[src/rtl/t05_least_pair_scanner.sv]
// t05_least_pair_scanner: finds the two smallest live counts in a count
// memory behind a fixed-latency read port, then strobes both for retirement.
module t05_least_pair_scanner #(
  parameter  int DEPTH  = 512,
  parameter  int CNT_W  = 32,
  parameter  int RD_LAT = 1,
  localparam int IDX_W  = $clog2(DEPTH)
) (
  input  logic             i_clk,
  input  logic             i_nrst,
  input  logic             i_en,
  input  logic             i_start,
  input  logic             i_zero_skip,
  output logic             o_rd_en,
  output logic [IDX_W-1:0] o_rd_addr,
  input  logic [CNT_W-1:0] i_rd_data,
  input  logic             i_rd_live,
  output logic             o_wipe_en,
  output logic [IDX_W-1:0] o_wipe_addr,
  output logic [IDX_W-1:0] o_least1_idx,
  output logic [IDX_W-1:0] o_least2_idx,
  output logic [CNT_W-1:0] o_least1_val,
  output logic [CNT_W-1:0] o_least2_val,
  output logic [CNT_W:0]   o_sum,
  output logic [IDX_W:0]   o_live_cnt,
  output logic             o_single,
  output logic             o_busy,
  output logic             o_done
);

  localparam int LW = (RD_LAT > 1) ? $clog2(RD_LAT) : 1;

  typedef enum logic [2:0] {
    S_IDLE,
    S_READ,
    S_DRAIN,
    S_WIPE1,
    S_WIPE2,
    S_DONE
  } state_t;

  state_t r_state;
  state_t w_nxt;

  logic [IDX_W:0]   r_cnt;
  logic [LW-1:0]    r_dcnt;
  logic             r_zskip;
  logic [RD_LAT-1:0]            r_pv;
  logic [RD_LAT-1:0][IDX_W-1:0] r_pa;
  logic [RD_LAT-1:0]            w_pv_sh;
  logic [RD_LAT-1:0][IDX_W-1:0] w_pa_sh;

  logic [IDX_W-1:0] r_l1_idx, r_l2_idx;
  logic [CNT_W-1:0] r_l1_val, r_l2_val;
  logic [CNT_W:0]   r_sum;
  logic [IDX_W:0]   r_live_cnt;
  logic             r_single;

  logic             r_rd_en, r_wipe_en, r_busy, r_done;
  logic [IDX_W-1:0] r_rd_addr, r_wipe_addr;

  logic             w_start, w_last, w_issue, w_hit;
  logic [IDX_W-1:0] w_ra;
  logic [IDX_W-1:0] w_l1_idx, w_l2_idx;
  logic [CNT_W-1:0] w_l1_val, w_l2_val;
  logic [IDX_W:0]   w_live_cnt;
  logic             w_rd_en, w_wipe_en, w_busy, w_done;
  logic [IDX_W-1:0] w_rd_addr, w_wipe_addr;

  assign w_start = i_en && i_start && (r_state == S_IDLE);
  assign w_last  = (r_cnt == (IDX_W+1)'(DEPTH));
  assign w_issue = i_en && (r_state == S_READ) && !w_last;

  // Return pipeline runs free of en so in-flight reads always land.
  if (RD_LAT == 1) begin : g_lat1
    assign w_pv_sh = r_rd_en;
    assign w_pa_sh = r_rd_addr;
  end else begin : g_latn
    assign w_pv_sh = {r_pv[RD_LAT-2:0], r_rd_en};
    assign w_pa_sh = {r_pa[RD_LAT-2:0], r_rd_addr};
  end

  assign w_ra  = r_pa[RD_LAT-1];
  assign w_hit = r_pv[RD_LAT-1] && i_rd_live &&
                 !(r_zskip && (i_rd_data == '0));

  always_ff @(posedge i_clk or negedge i_nrst) begin
    if (!i_nrst) begin
      r_state <= S_IDLE;
    end else begin
      r_state <= w_nxt;
    end
  end

  always_comb begin
    w_nxt = r_state;
    if (i_en) begin
      unique case (r_state)
        S_IDLE:  if (i_start) w_nxt = S_READ;
        S_READ:  if (w_last) w_nxt = S_DRAIN;
        S_DRAIN: if (r_dcnt == LW'(RD_LAT-1)) w_nxt = S_WIPE1;
        S_WIPE1: w_nxt = S_WIPE2;
        S_WIPE2: w_nxt = S_DONE;
        S_DONE:  w_nxt = S_IDLE;
        default: w_nxt = S_IDLE;
      endcase
    end
  end

  always_comb begin
    w_l1_idx   = r_l1_idx;
    w_l1_val   = r_l1_val;
    w_l2_idx   = r_l2_idx;
    w_l2_val   = r_l2_val;
    w_live_cnt = r_live_cnt;
    if (w_hit) begin
      w_live_cnt = r_live_cnt + 1'b1;
      if (r_live_cnt == '0 || i_rd_data < r_l1_val) begin
        w_l2_idx = r_l1_idx;
        w_l2_val = r_l1_val;
        w_l1_idx = w_ra;
        w_l1_val = i_rd_data;
      end else if (r_live_cnt == (IDX_W+1)'(1) ||
                   i_rd_data < r_l2_val) begin
        w_l2_idx = w_ra;
        w_l2_val = i_rd_data;
      end
    end
  end

  always_comb begin
    w_rd_en     = i_en && (w_nxt == S_READ);
    w_rd_addr   = r_rd_addr;
    w_wipe_en   = 1'b0;
    w_wipe_addr = r_wipe_addr;
    w_done      = 1'b0;
    w_busy      = (w_nxt != S_IDLE);
    if (w_start) begin
      w_rd_addr = '0;
    end else if (w_issue) begin
      w_rd_addr = r_cnt[IDX_W-1:0];
    end
    // Strobes fire on state entry so a stalled state never repeats them.
    if (i_en) begin
      unique case (r_state)
        S_DRAIN: begin
          if (w_nxt == S_WIPE1) begin
            w_wipe_en   = (w_live_cnt != '0);
            w_wipe_addr = w_l1_idx;
          end
        end
        S_WIPE1: begin
          w_wipe_en   = (r_live_cnt >= (IDX_W+1)'(2));
          w_wipe_addr = r_l2_idx;
        end
        S_WIPE2: w_done = 1'b1;
        default: w_done = 1'b0;
      endcase
    end
  end

  always_ff @(posedge i_clk or negedge i_nrst) begin
    if (!i_nrst) begin
      r_rd_en     <= 1'b0;
      r_rd_addr   <= '0;
      r_wipe_en   <= 1'b0;
      r_wipe_addr <= '0;
      r_busy      <= 1'b0;
      r_done      <= 1'b0;
    end else begin
      r_rd_en     <= w_rd_en;
      r_rd_addr   <= w_rd_addr;
      r_wipe_en   <= w_wipe_en;
      r_wipe_addr <= w_wipe_addr;
      r_busy      <= w_busy;
      r_done      <= w_done;
    end
  end

  always_ff @(posedge i_clk or negedge i_nrst) begin
    if (!i_nrst) begin
      r_cnt  <= '0;
      r_dcnt <= '0;
      r_pv   <= '0;
      r_pa   <= '0;
    end else begin
      r_pv <= w_pv_sh;
      r_pa <= w_pa_sh;
      if (w_start) begin
        r_cnt <= (IDX_W+1)'(1);
      end else if (w_issue) begin
        r_cnt <= r_cnt + 1'b1;
      end
      if (i_en && r_state == S_READ) begin
        r_dcnt <= '0;
      end else if (i_en && r_state == S_DRAIN) begin
        r_dcnt <= r_dcnt + 1'b1;
      end
    end
  end

  always_ff @(posedge i_clk or negedge i_nrst) begin
    if (!i_nrst) begin
      r_zskip    <= 1'b0;
      r_l1_idx   <= '1;
      r_l1_val   <= '1;
      r_l2_idx   <= '1;
      r_l2_val   <= '1;
      r_sum      <= '0;
      r_live_cnt <= '0;
      r_single   <= 1'b0;
    end else if (w_start) begin
      r_zskip    <= i_zero_skip;
      r_l1_idx   <= '1;
      r_l1_val   <= '1;
      r_l2_idx   <= '1;
      r_l2_val   <= '1;
      r_sum      <= '0;
      r_live_cnt <= '0;
      r_single   <= 1'b0;
    end else begin
      r_l1_idx   <= w_l1_idx;
      r_l1_val   <= w_l1_val;
      r_l2_idx   <= w_l2_idx;
      r_l2_val   <= w_l2_val;
      r_live_cnt <= w_live_cnt;
      if (i_en && r_state == S_WIPE2) begin
        r_single <= (r_live_cnt == (IDX_W+1)'(1));
        if (r_live_cnt >= (IDX_W+1)'(2)) begin
          r_sum <= {1'b0, r_l1_val} + {1'b0, r_l2_val};
        end else if (r_live_cnt == (IDX_W+1)'(1)) begin
          r_sum <= {1'b0, r_l1_val};
        end else begin
          r_sum <= '0;
        end
      end
    end
  end

  assign o_rd_en      = r_rd_en;
  assign o_rd_addr    = r_rd_addr;
  assign o_wipe_en    = r_wipe_en;
  assign o_wipe_addr  = r_wipe_addr;
  assign o_least1_idx = r_l1_idx;
  assign o_least2_idx = r_l2_idx;
  assign o_least1_val = r_l1_val;
  assign o_least2_val = r_l2_val;
  assign o_sum        = r_sum;
  assign o_live_cnt   = r_live_cnt;
  assign o_single     = r_single;
  assign o_busy       = r_busy;
  assign o_done       = r_done;

endmodule

[config.mk]
export PLATFORM = sky130hd
export DESIGN_NAME = t05_least_pair_scanner
export DESIGN_NICKNAME = d
export VERILOG_FILES = /design/src/rtl/t05_least_pair_scanner.sv
export SDC_FILE = /design/constraint.sdc
export NUM_CORES = 1
export LEC_CHECK = 0
export ABC_CLOCK_PERIOD_IN_PS = 2800
export CAP_MARGIN = 20
export CORE_MARGIN = 4
export CORE_UTILIZATION = 30
export CTS_CLUSTER_SIZE = 25
export DETAILED_ROUTE_END_ITERATION = 16
export GPL_TIMING_DRIVEN = 0
export SYNTH_ARGS = -nofsm -noshare
export SYNTH_HDL_FRONTEND = slang
export SYNTH_SLANG_ARGS = --single-unit
[constraint.sdc]
create_clock -name i_clk -period 2.8 [get_ports i_clk]
set_clock_uncertainty 0.05 [all_clocks]
set_input_delay 0.56 -clock i_clk [delete_from_list [all_inputs] [get_ports i_clk]]
set_output_delay 0.56 -clock i_clk [all_outputs]
set_load 0.1 [all_outputs]
==> metrics.csv <==
stage,metric,value,unit
status,outcome,"complete, but fails checks",
status,violations,negative setup slack,
layout,fin_area,0.0163,sq mm
grt,gr-total-overflow,0,
grt,grt_pass1_vias,10300,
drt,detail-route-antenna-nets,0,
drt,routed_wl,41.8,mm
yosys,synth_cell_type_count,68,
drt,route.detailed.drc,0,
sta,slew_headroom,20.2,%
place,dp.cells,1838,
worst_setup_path,rrSetupSlack,-0.20,ns
worst_setup_path,critPathKind,reg -> reg,
cts,htreeDepth,4,
grt,grt_start_max_net_pins,122,
worst_setup_path,cp-start-kind,flop,
worst_setup_path,worst_r2r_path_depth,10,
sta,finalHoldViolations,0,
layout,final_cells,1943,
die,pin_count,186,
sta,worst_slack,-0.204,ns
hold_path,min_path_type,reg -> reg,
yosys,synth_top_area_share,20.9,%
yosys,netlist_top_cells_area,"dfrtp_1 (21%), dfstp_2 (20%), ha_1 (11%), nand2_1 (5.7%), o211ai_1 (5.4%)",
drt,drt_iter0_drc,766,
cts,clkSinkCount,173,
yosys,synth_cells,1190,
layout,fin_nets,1608,
sta,holdWs,0.347,ns
drt,wire_per_inst,21.5,um
grt,grt_pass1_wl,61.8,mm
layout,area_growth_syn_to_layout,50.2,%
worst_setup_path,endpoint_kind,flop,
worst_setup_path,critPathArrivalTime,3.28,ns
drt,num_vias,10600,
die,start_util,30.5,%
sta,final.period_utilization,107,%
yosys,syn-cell-area,0.0109,sq mm
job,cap_violations,0,
layout,antenna_cells,0,
worst_setup_path,crit_start,o_least1_val[0],
die,die_h,198,um
drt,viasPerCell,5.46,
place,place_area,0.0136,sq mm
yosys,async_flop_share,100,%
cts,clkTransAtPathRegs,0.07,ns
worst_setup_path,worstReg2RegStart,o_least1_val[0],
yosys,ys_ff_latch,173,
worst_setup_path,path_max_fanout,4,
cts,root_buffer,clkbuf_16,
cts,cts_buffers,17,
die,die_x,198,um
sta,max_freq,333,MHz
yosys,ys_seq_area_share,40.7,%
worst_setup_path,endpoint,o_sum[26],
place,gp_routability_congestion,0.944,
yosys,avgSynthCellArea,9.15,sq um
die,core,0.0357,sq mm
die,dieArea,0.0394,sq mm
cts,clk_path_buf_depth,2,
sta,worstMarginPinSlew,1.19,ns
sta,drv_slew,0,
grt,antenna_found_initial,2,
worst_setup_path,critPathRequiredTime,3.07,ns
sta,rsz0062_at_grt,true,
worst_setup_path,r2r_end,o_sum[26],
cts,clk_latency,0.45,ns
drt,drtPass1Iterations,5,
yosys,synth_ff_type,dfrtp_1,
grt,grt_util_all_layers,20.4,%
sta,finalCriticalPeriod,3.00,ns
cts,cts_tree,done,
place,hpwlAfterDp,29.3,mm
yosys,synth_edf_count,0,
yosys,yosys.area.top_type,dfrtp_1,
yosys,synth_warnings,0,
sta,setup_viol,98,
place,io_buffers,185,
layout,drive_gt1_share,28.0,%
yosys,syn_nets,1329,
die,rows,69,
[worst min path at each step]
stage,from,slack [ns],cells after the start,to
final,o_rd_en,0.35,0,r_pv
after global routing,o_rd_en,0.37,0,r_pv
after CTS,o_rd_en,0.36,0,r_pv
after detailed placement,o_rd_en,0.33,0,r_pv
after global placement,o_rd_addr[8],0.34,0,r_pa[8]
after floorplan,i_nrst,0.21,0,o_busy
[synthesized netlist by cell type (8+ instances only)]
cell and count:
nand2_1 165, a21oi_1 71, o211ai_1 79, nor4_1 14, xnor2_1 23, nand3_1 29, dfstp_2 82, a31oi_1 8
a22oi_1 19, nand4_1 16, o21ai_0 85, a22o_1 14, a21o_1 25, dfrtp_1 91, nor2_1 53, inv_1 79
buf_2 11, nor3_1 14, xor2_1 23, ha_1 100, mux2i_1 24, clkbuf_1 43, o22ai_1 11, and3_1 15
[per-layer routing]
metal	part of all wire [%]	GRT usage, %	up-vias
met1	44	27.3	5228
met3	7.2	4.79	58
met5	0.065	0	-
met4	2.2	5.32	4
met2	47	33.3	407
li1	-	-	4904
[flip-flops by register name (all words and copies together), names as in the netlist, 3 cells and up]
signal / flops
r_cnt: 10
o_live_cnt: 10
o_sum: 33
o_least2_idx: 9
r_pa: 9
o_least2_val: 32
o_least1_idx: 9
o_least1_val: 32
o_rd_addr: 9
r_state: 3
o_wipe_addr: 9
[worst max-delay path: stages (launching register included)]
cell and delay [ns]:
dfstp_4 0.49, ha_4 0.17, fa_2 0.33, a21o_1 0.21, a221oi_4 0.32, a221o_2 0.26, nor3_2 0.07, or3_4 0.40
a2111oi_4 0.32, xor2_1 0.19, o21ai_1 0.08
[what timing repair did]
action / 4_1_cts / 5_1_grt
gates cloned: 11 / 5
hold buffers: 1 / 0
gates resized for setup: 252 / 213
setup buffers: 36 / 20
endpoints found under the setup margin: 171 / 152
hold endpoints to repair: 23 / 0
pin swaps: 98 / 80
[through the flow]
step                 TNS, ns  utilization, %  worst slack [ns]
global route          -21.14            45.8            -0.309
CTS                    -6.46            43.1            -0.189
finish                 -9.12            45.8            -0.204
detailed placement   -133.70            38.1             -1.67
global placement    -1014.04            38.0             -6.23
floorplan             -13.05               -            -0.207
[cells by family (layout without fill, tap and decap cells)]
| group | Yosys count | after routing | synth area share, % |
|---|---|---|---|
| buf+inv | 138 | 429 | 4.92 |
| flops | 173 | 173 | 40.7 |
| compound gates | 366 | 366 | 22.5 |
| mux | 24 | 24 | 2.21 |
| simple gates | 342 | 343 | 14.3 |
| xor+xnor | 46 | 46 | 3.70 |
| fa+ha+maj | 101 | 101 | 11.7 |
[cell usage in the layout, fill, tap and decap left out, drive strengths merged, types with 11 or more instances in the layout]
| cell | synthesis | routed |
|---|---|---|
| nand2 | 166 | 167 |
| ha | 100 | 100 |
| dfrtp | 91 | 91 |
| o21ai | 88 | 88 |
| inv | 79 | 86 |
| dfstp | 82 | 82 |
| o211ai | 79 | 79 |
| clkdlybuf4s50 | 0 | 78 |
| buf | 15 | 78 |
| clkbuf | 43 | 74 |
| dlygate4sd2 | 0 | 72 |
| a21oi | 72 | 72 |
| nor2 | 53 | 53 |
| dlymetal6s2s | 0 | 34 |
| nand3 | 29 | 29 |
| a21o | 25 | 25 |
| mux2i | 24 | 24 |
| xor2 | 23 | 23 |
| xnor2 | 23 | 23 |
| a22oi | 19 | 19 |
| nand4 | 16 | 16 |
| and3 | 15 | 15 |
| a22o | 14 | 14 |
| nor4 | 14 | 14 |
| nor3 | 14 | 14 |
| o22ai | 11 | 11 |
[area by class of cell]
class	instances	area, sq um
Inverter	80	322
Timing Repair Buffer	260	2710
Tap cell	461	577
Clock buffer	20	468
Multi-Input combinational cell	880	7010
Buffer	57	582
Fill cell	3334	19300
Sequential cell	173	4530
Clock inverter	12	143
Power is left out: the tool's default activity adds up to more than one toggle a clock period on the data nets, which glitch-free logic cannot reach.
==> variant 1, RTL diff (same settings) <==
The output `o_busy` loses its register stage (`r_busy` becomes a continuous assignment).
--- a/src/rtl/t05_least_pair_scanner.sv
+++ b/src/rtl/t05_least_pair_scanner.sv
@@ -167,3 +167,2 @@
       r_wipe_addr <= '0;
-      r_busy      <= 1'b0;
       r_done      <= 1'b0;
@@ -174,3 +173,2 @@
       r_wipe_addr <= w_wipe_addr;
-      r_busy      <= w_busy;
       r_done      <= w_done;
@@ -178,2 +176,4 @@
   end
+
+  assign r_busy = w_busy;
 
Check against the original RTL: not equivalent (a bounded check fails within 4 cycles, from zero or initial values and one cycle with i_nrst low).
==> variant 1 against the unedited design <==
The flow still finishes with violations (setup timing). Sequential cell count decreased by 1. Sequential share of layout area fell by 0.16 points. Fmax down 2.8%. Routed wire length shrank 0.42%. Critical path type unchanged. Final area barely moved. Cell count shrank 0.26%. Setup slack got worse by 0.085 ns. Synthesized area down 0.23%.
Power is not shown: default switching activity piles up to over one toggle a cycle in this logic, so the estimate is an artifact.
==> variant 1: results (changes against the unedited design) <==
Logic synthesis
  • Ys flop type: dfrtp_1
  • Post-synthesis cell type count: 68 (unchanged)
  • Top cells by area, synth: dfrtp_1 21%, dfstp_2 20%, ha_1 12%, nand2_1 5.7%, o211ai_1 5.5%
  • Multiplexer share of the synthesized area: 2.212% (+0.0051 points)
  • Synth Area in Compound Gates: 22.51% (+0.052 points)
  • Synth warn: 0 (unchanged)
  • Adder-Cell Fraction of Synth Area: 11.71% (+0.027 points)
  • Commonest cells post-synth: 165 x nand2_1, 100 x ha_1, 90 x dfrtp_1, 85 x o21ai_0, 82 x dfstp_2
  • XOR/XNOR Fraction of Synth Area: 3.711% (+0.0085 points)
  • Ys async rst share: 100.0% (unchanged)
  • Synthesized net count: 1328 (-0.075%)
  • Sequential area share after synthesis: 40.59% (-0.14 points)

Detailed routing
  • Routed wire per std cell: 21.48 um (-0.16%)
  • DR pass1 iterations: 7 (+2)
  • Vias per cell: 5.424 (-0.59%)
  • Initial DRC count: 749 (-2.2%)

Run status
  • Outcome: complete, but fails checks
  • Violations in the final reports: setup timing

Placement
  • Placed cell areas: 0.01357 mm^2 (-0.18%)
  • Gpl congestion: 0.9449 (+0.13%)
  • PortBufs: 185 (unchanged)
  • HPWL after DPL: 29170 um (-0.30%)

Clock network
  • Clock transition at path regs: 0.07 ns (about the same)
  • H-tree depth: 4 (unchanged)
  • CTS root buf: clkbuf_16
  • CTS Buf Count: 17 (unchanged)
  • Worst-Skew Late Latency: 0.44 ns
  • Maximum clock path buffer count: 2 (unchanged)

Setup path
  • CP top delay family: buffers and inverters
  • Slowest CP cell: dfstp_2
  • Largest fanout on the critical path: 5 (+1)
  • Worst Path Arrival: 3.36 ns (+0.08 ns)
  • CP peak stage delay: 0.59 ns (+0.10 ns)

Cells and area
  • Largest register FFs: 33 (unchanged)
  • Fin nets: 1602 (-0.37%)
  • Layout cells sized above 1: 28.32% (+0.32 points)
  • # fillers: 3311 (-0.69%)

Global routing
  • Overflow after GRT: 0 (unchanged)
  • Pin count of the biggest net entering global routing: 119 (-2.5%)
  • First-pass GRT wire length: 60730 um (-1.7%)
  • Vias in the first global route: 10240 (-0.90%)
  • Antenna violations before repair: 1 (-1)
  • Global-route usage over all layers: 20.06% (-0.30 points)

Worst hold path
  • Worst Hold Class: flop to flop

STA
  • Slew margin rel.: 23.74% (+3.5 points)
  • PnR worst setup slack: -0.2891 ns (-0.08495 ns)
  • Final Setup Violations: 100 (+2.0%)
[variant 1: cell types whose count changed in the layout (fill, tap and decap cells not counted), moves of 8 or more]
| cell | change |
|---|---|
| o21ai_1 | -15 |
| o21ai_2 | +15 |
| nand2_1 | +10 |
| nand2_4 | +8 |
| dlygate4sd2_1 | -11 |
| buf_4 | -10 |
| nand2_2 | -18 |
[variant 1: area by class of cell]
| cell class | count | area (um^2) | share of cell area [%] |
|---|---|---|---|
| inverter | 80 | 312.8 | 1.914 |
| antenna | 1 | 2.502 | 0.01531 |
| tap | 461 | 576.8 | 3.529 |
| timing repair buffer | 255 | 2746 | 16.80 |
| multi-input combinational | 880 | 7116 | 43.53 |
| buffer | 57 | 480.5 | 2.939 |
| clock inverter | 12 | 135.1 | 0.8267 |
| clock buffer | 20 | 467.9 | 2.863 |
| sequential | 172 | 4508 | 27.58 |
[variant 1: what timing repair did]
action,4_1_cts,5_1_grt
endpoints found under the hold margin,11,0
setup endpoints to repair,166,146
resized for setup,206,272
hold buffers,1,0
gates cloned,2,11
pin swaps,43,81
buffers inserted,41,13
[variant 1: cells by family after synthesis]
kind of cell               Yosys count
DFF                                172
muxes                               24
and+or+nand+nor                    342
adders and majority gates          101
xor gates and xnor gates            46
buffers and inverters              138
AOI/OAI and AO/OA                  366
[variant 1: per-layer routing]
metal / wire length (um) / share of wire, % / vias to the layer above / track usage, %
met5: 10 / 0.024 / - / 0
met4: 1130 / 2.7 / 2 / 5.254
met3: 3168 / 7.6 / 74 / 5.037
met2: 19620 / 47 / 381 / 32.95
met1: 17700 / 43 / 5163 / 26.50
li1: - / - / 4891 / -
[variant 1: final timing paths]
kind | startpoint | to | depth (start not counted)
max | o_least1_val[28] | o_least2_idx[0] | 13
max reg2reg | o_least1_val[28] | o_least2_idx[0] | 13
max in group asynchronous | i_nrst | o_rd_en | 3
min | o_rd_en | r_pv | 0
min reg2reg | o_rd_en | r_pv | 0
min in group asynchronous | i_nrst | o_sum[14] | 2
[variant 1: worst reg2reg max path, cell delays in order, from the launching register on]
cell      delay (ns)
dfstp_2         0.59
inv_1           0.11
ha_1            0.28
nand4_1         0.17
buf_4           0.15
nor4_2          0.04
a221oi_2        0.34
a21oi_1         0.13
nor3_2          0.30
buf_6           0.21
buf_6           0.14
buf_16          0.13
mux2i_1         0.21
o211ai_1        0.11
[variant 1: through the flow]
step	std cells	util (%)	TNS [ns]	worst slack (ns)	hold WS, ns
floorplan	1189	-	-13.10	-0.2068	0.2144
global placement	1835	37.94	-996.93	-6.126	0.3418
detailed placement	1837	38.06	-135.58	-1.657	0.3264
CTS	1912	42.35	-2.213	-0.2465	0.3574
global route	1937	45.84	-30.27	-0.4235	0.3664
finish	1938	45.84	-18.19	-0.2891	0.3524
==> variant 2, RTL diff (config.mk and constraints unchanged) <==
Made on the original files. The parameter `RD_LAT` goes from 1 to 2.
--- a/src/rtl/t05_least_pair_scanner.sv
+++ b/src/rtl/t05_least_pair_scanner.sv
@@ -5,3 +5,3 @@
   parameter  int CNT_W  = 32,
-  parameter  int RD_LAT = 1,
+  parameter  int RD_LAT = 2,
   localparam int IDX_W  = $clog2(DEPTH)
Check against the original RTL: not equivalent (a bounded check fails within 4 cycles, from zero or initial values and one cycle with i_nrst low).
==> variant 2 against the unedited design <==
The run still ends with setup timing left. Non-clock buffer count shrank 17. First-iteration DRC count fell by 26%. Setup slack worse by 0.14 ns. Synthesized cell count grew 1.4%. Count of clock-buffer cells in the layout down 3. Highest routed layer unchanged. Fmax is 4.4% lower. Sequential cell count grew 10. Cell count rose by 2.3%. Routed wire length rose by 0.27%. Final area shrank 0.46%. Synthesized area grew 5.9%.
Power is not shown: default switching activity piles up to over one toggle a cycle in this logic, so the estimate is an artifact.
==> variant 2: results (changes against the unedited design) <==
STA
  • PnR worst setup slack: -0.3426 ns (-0.1385 ns)
  • Slew margin rel.: 28.80% (+8.6 points)
  • Final Setup Violations: 103 (+5.1%)
  • Final hold violations: 0 (unchanged)

Logic synthesis
  • Post-synthesis cell type count: 64 (-5.9%)
  • Synthesized net count: 1346 (+1.3%)
  • Commonest cells post-synth: 121 x nor2_1, 101 x dfrtp_1, 100 x ha_1, 99 x nand2_1, 93 x a21oi_1
  • Sequential area share after synthesis: 40.62% (-0.11 points)
  • Top cells by area, synth: dfrtp_1 22%, dfstp_2 19%, ha_1 11%, mux2i_1 7.4%, a21oi_1 4.0%

Placement
  • Gpl congestion: 0.9234 (-2.2%)
  • PortBufs: 185 (unchanged)
  • HPWL after DPL: 29900 um (+2.2%)

Detailed routing
  • Met1 WL: 18330 um (+0.76%)
  • DR pass1 iterations: 5 (unchanged)
  • WL met2: 19720 um (+0.21%)
  • Routed wire length on met3: 2436 um (-19%)
  • Initial DRC count: 566 (-26%)
  • Vias: 10530 (-0.68%)
  • Final WL: 41920 um (+0.27%)

Cells and area
  • # fillers: 3657 (+9.7%)
  • Fin nets: 1602 (-0.37%)
  • Layout cells sized above 1: 22.22% (-5.8 points)

Global routing
  • Pin count of the biggest net entering global routing: 103 (-16%)
  • Antenna violations before repair: 3 (+1)
  • Met2 usage in global routing: 32.38% (-0.92 points)
  • Vias in the first global route: 10550 (+2.1%)
  • GRT met1 Usage: 25.99% (-1.3 points)
  • Grt met3 use: 4.189% (-0.60 points)
  • First-pass GRT wire length: 63710 um (+3.1%)
  • Global-route usage over all layers: 19.77% (-0.59 points)

Clock network
  • # resized after CTS: 195 (-23%)
  • Setup Fix Bufs, Post-CTS: 28 (-22%)
  • Maximum clock path buffer count: 2 (unchanged)

Run status
  • Violations in the final reports: setup timing
  • Outcome: complete, but fails checks

Setup path
  • CP peak stage delay: 0.65 ns (+0.16 ns)
  • Critical Path End: o_least2_val[30]
  • Crit. Startpoint: o_least1_val[1]
  • CP top delay family: compound AO/OA/AOI/OAI gates
  • Reg-to-Reg Start: o_least1_val[1]
  • Largest fanout on the critical path: 10 (+6)

Worst hold path
  • Worst Hold Class: input port to async pin
variant 2: changes by cell type after synthesis, sizes merged, moves of 21 or more:
| cell | unedited run | this run |
|---|---|---|
| nor2 | 53 | 121 |
| a21oi | 72 | 93 |
| nand2 | 166 | 99 |
| o21ai | 88 | 47 |
| mux2i | 24 | 85 |
| o211ai | 79 | 6 |
| a311oi | 0 | 32 |
variant 2: logic make-up after synthesis:
group	count (synthesis)	synth area share (%)
buffers and inverters	138	4.950
and+or+nand+nor	332	13.13
DFF	183	40.62
AOI/OAI and AO/OA	322	19.40
muxes	85	7.381
adders and majority gates	101	11.03
xor gates and xnor gates	46	3.495
variant 2: metrics by stage:
step	worst slack [ns]	cells	TNS (ns)	hold slack [ns]	instance area [um^2]
3_5_place_dp	-1.038	1904	-116.73	0.2847	14320
2_1_floorplan	-0.2882	1207	-13.48	0.2144	11800
6_report	-0.3426	1987	-25.67	0.04865	16270
5_1_grt	-0.4382	1987	-35.07	0.08861	16270
3_3_place_gp	-6.704	1903	-1137.67	0.2830	14290
4_1_cts	-0.2949	1966	-20.79	0.07121	15590
variant 2: worst register-to-register path, cell delays in order (launching register included):
cell,delay [ns]
dfstp_4,0.65
inv_4,0.04
ha_4,0.25
a21o_1,0.14
a211oi_2,0.08
or4_4,0.51
a31oi_4,0.21
a211o_4,0.17
buf_4,0.12
nand2_2,0.07
o21ai_4,0.22
buf_12,0.18
buf_12,0.15
mux2i_1,0.21
variant 2: layout make-up:
cell class | instances | share of cell area (%)
sequential | 183 | 29.52
timing repair buffer | 239 | 14.57
tap | 511 | 3.930
clock inverter | 15 | 0.9614
inverter | 75 | 1.792
buffer | 61 | 2.684
clock buffer | 17 | 2.615
multi-input combinational | 886 | 43.92
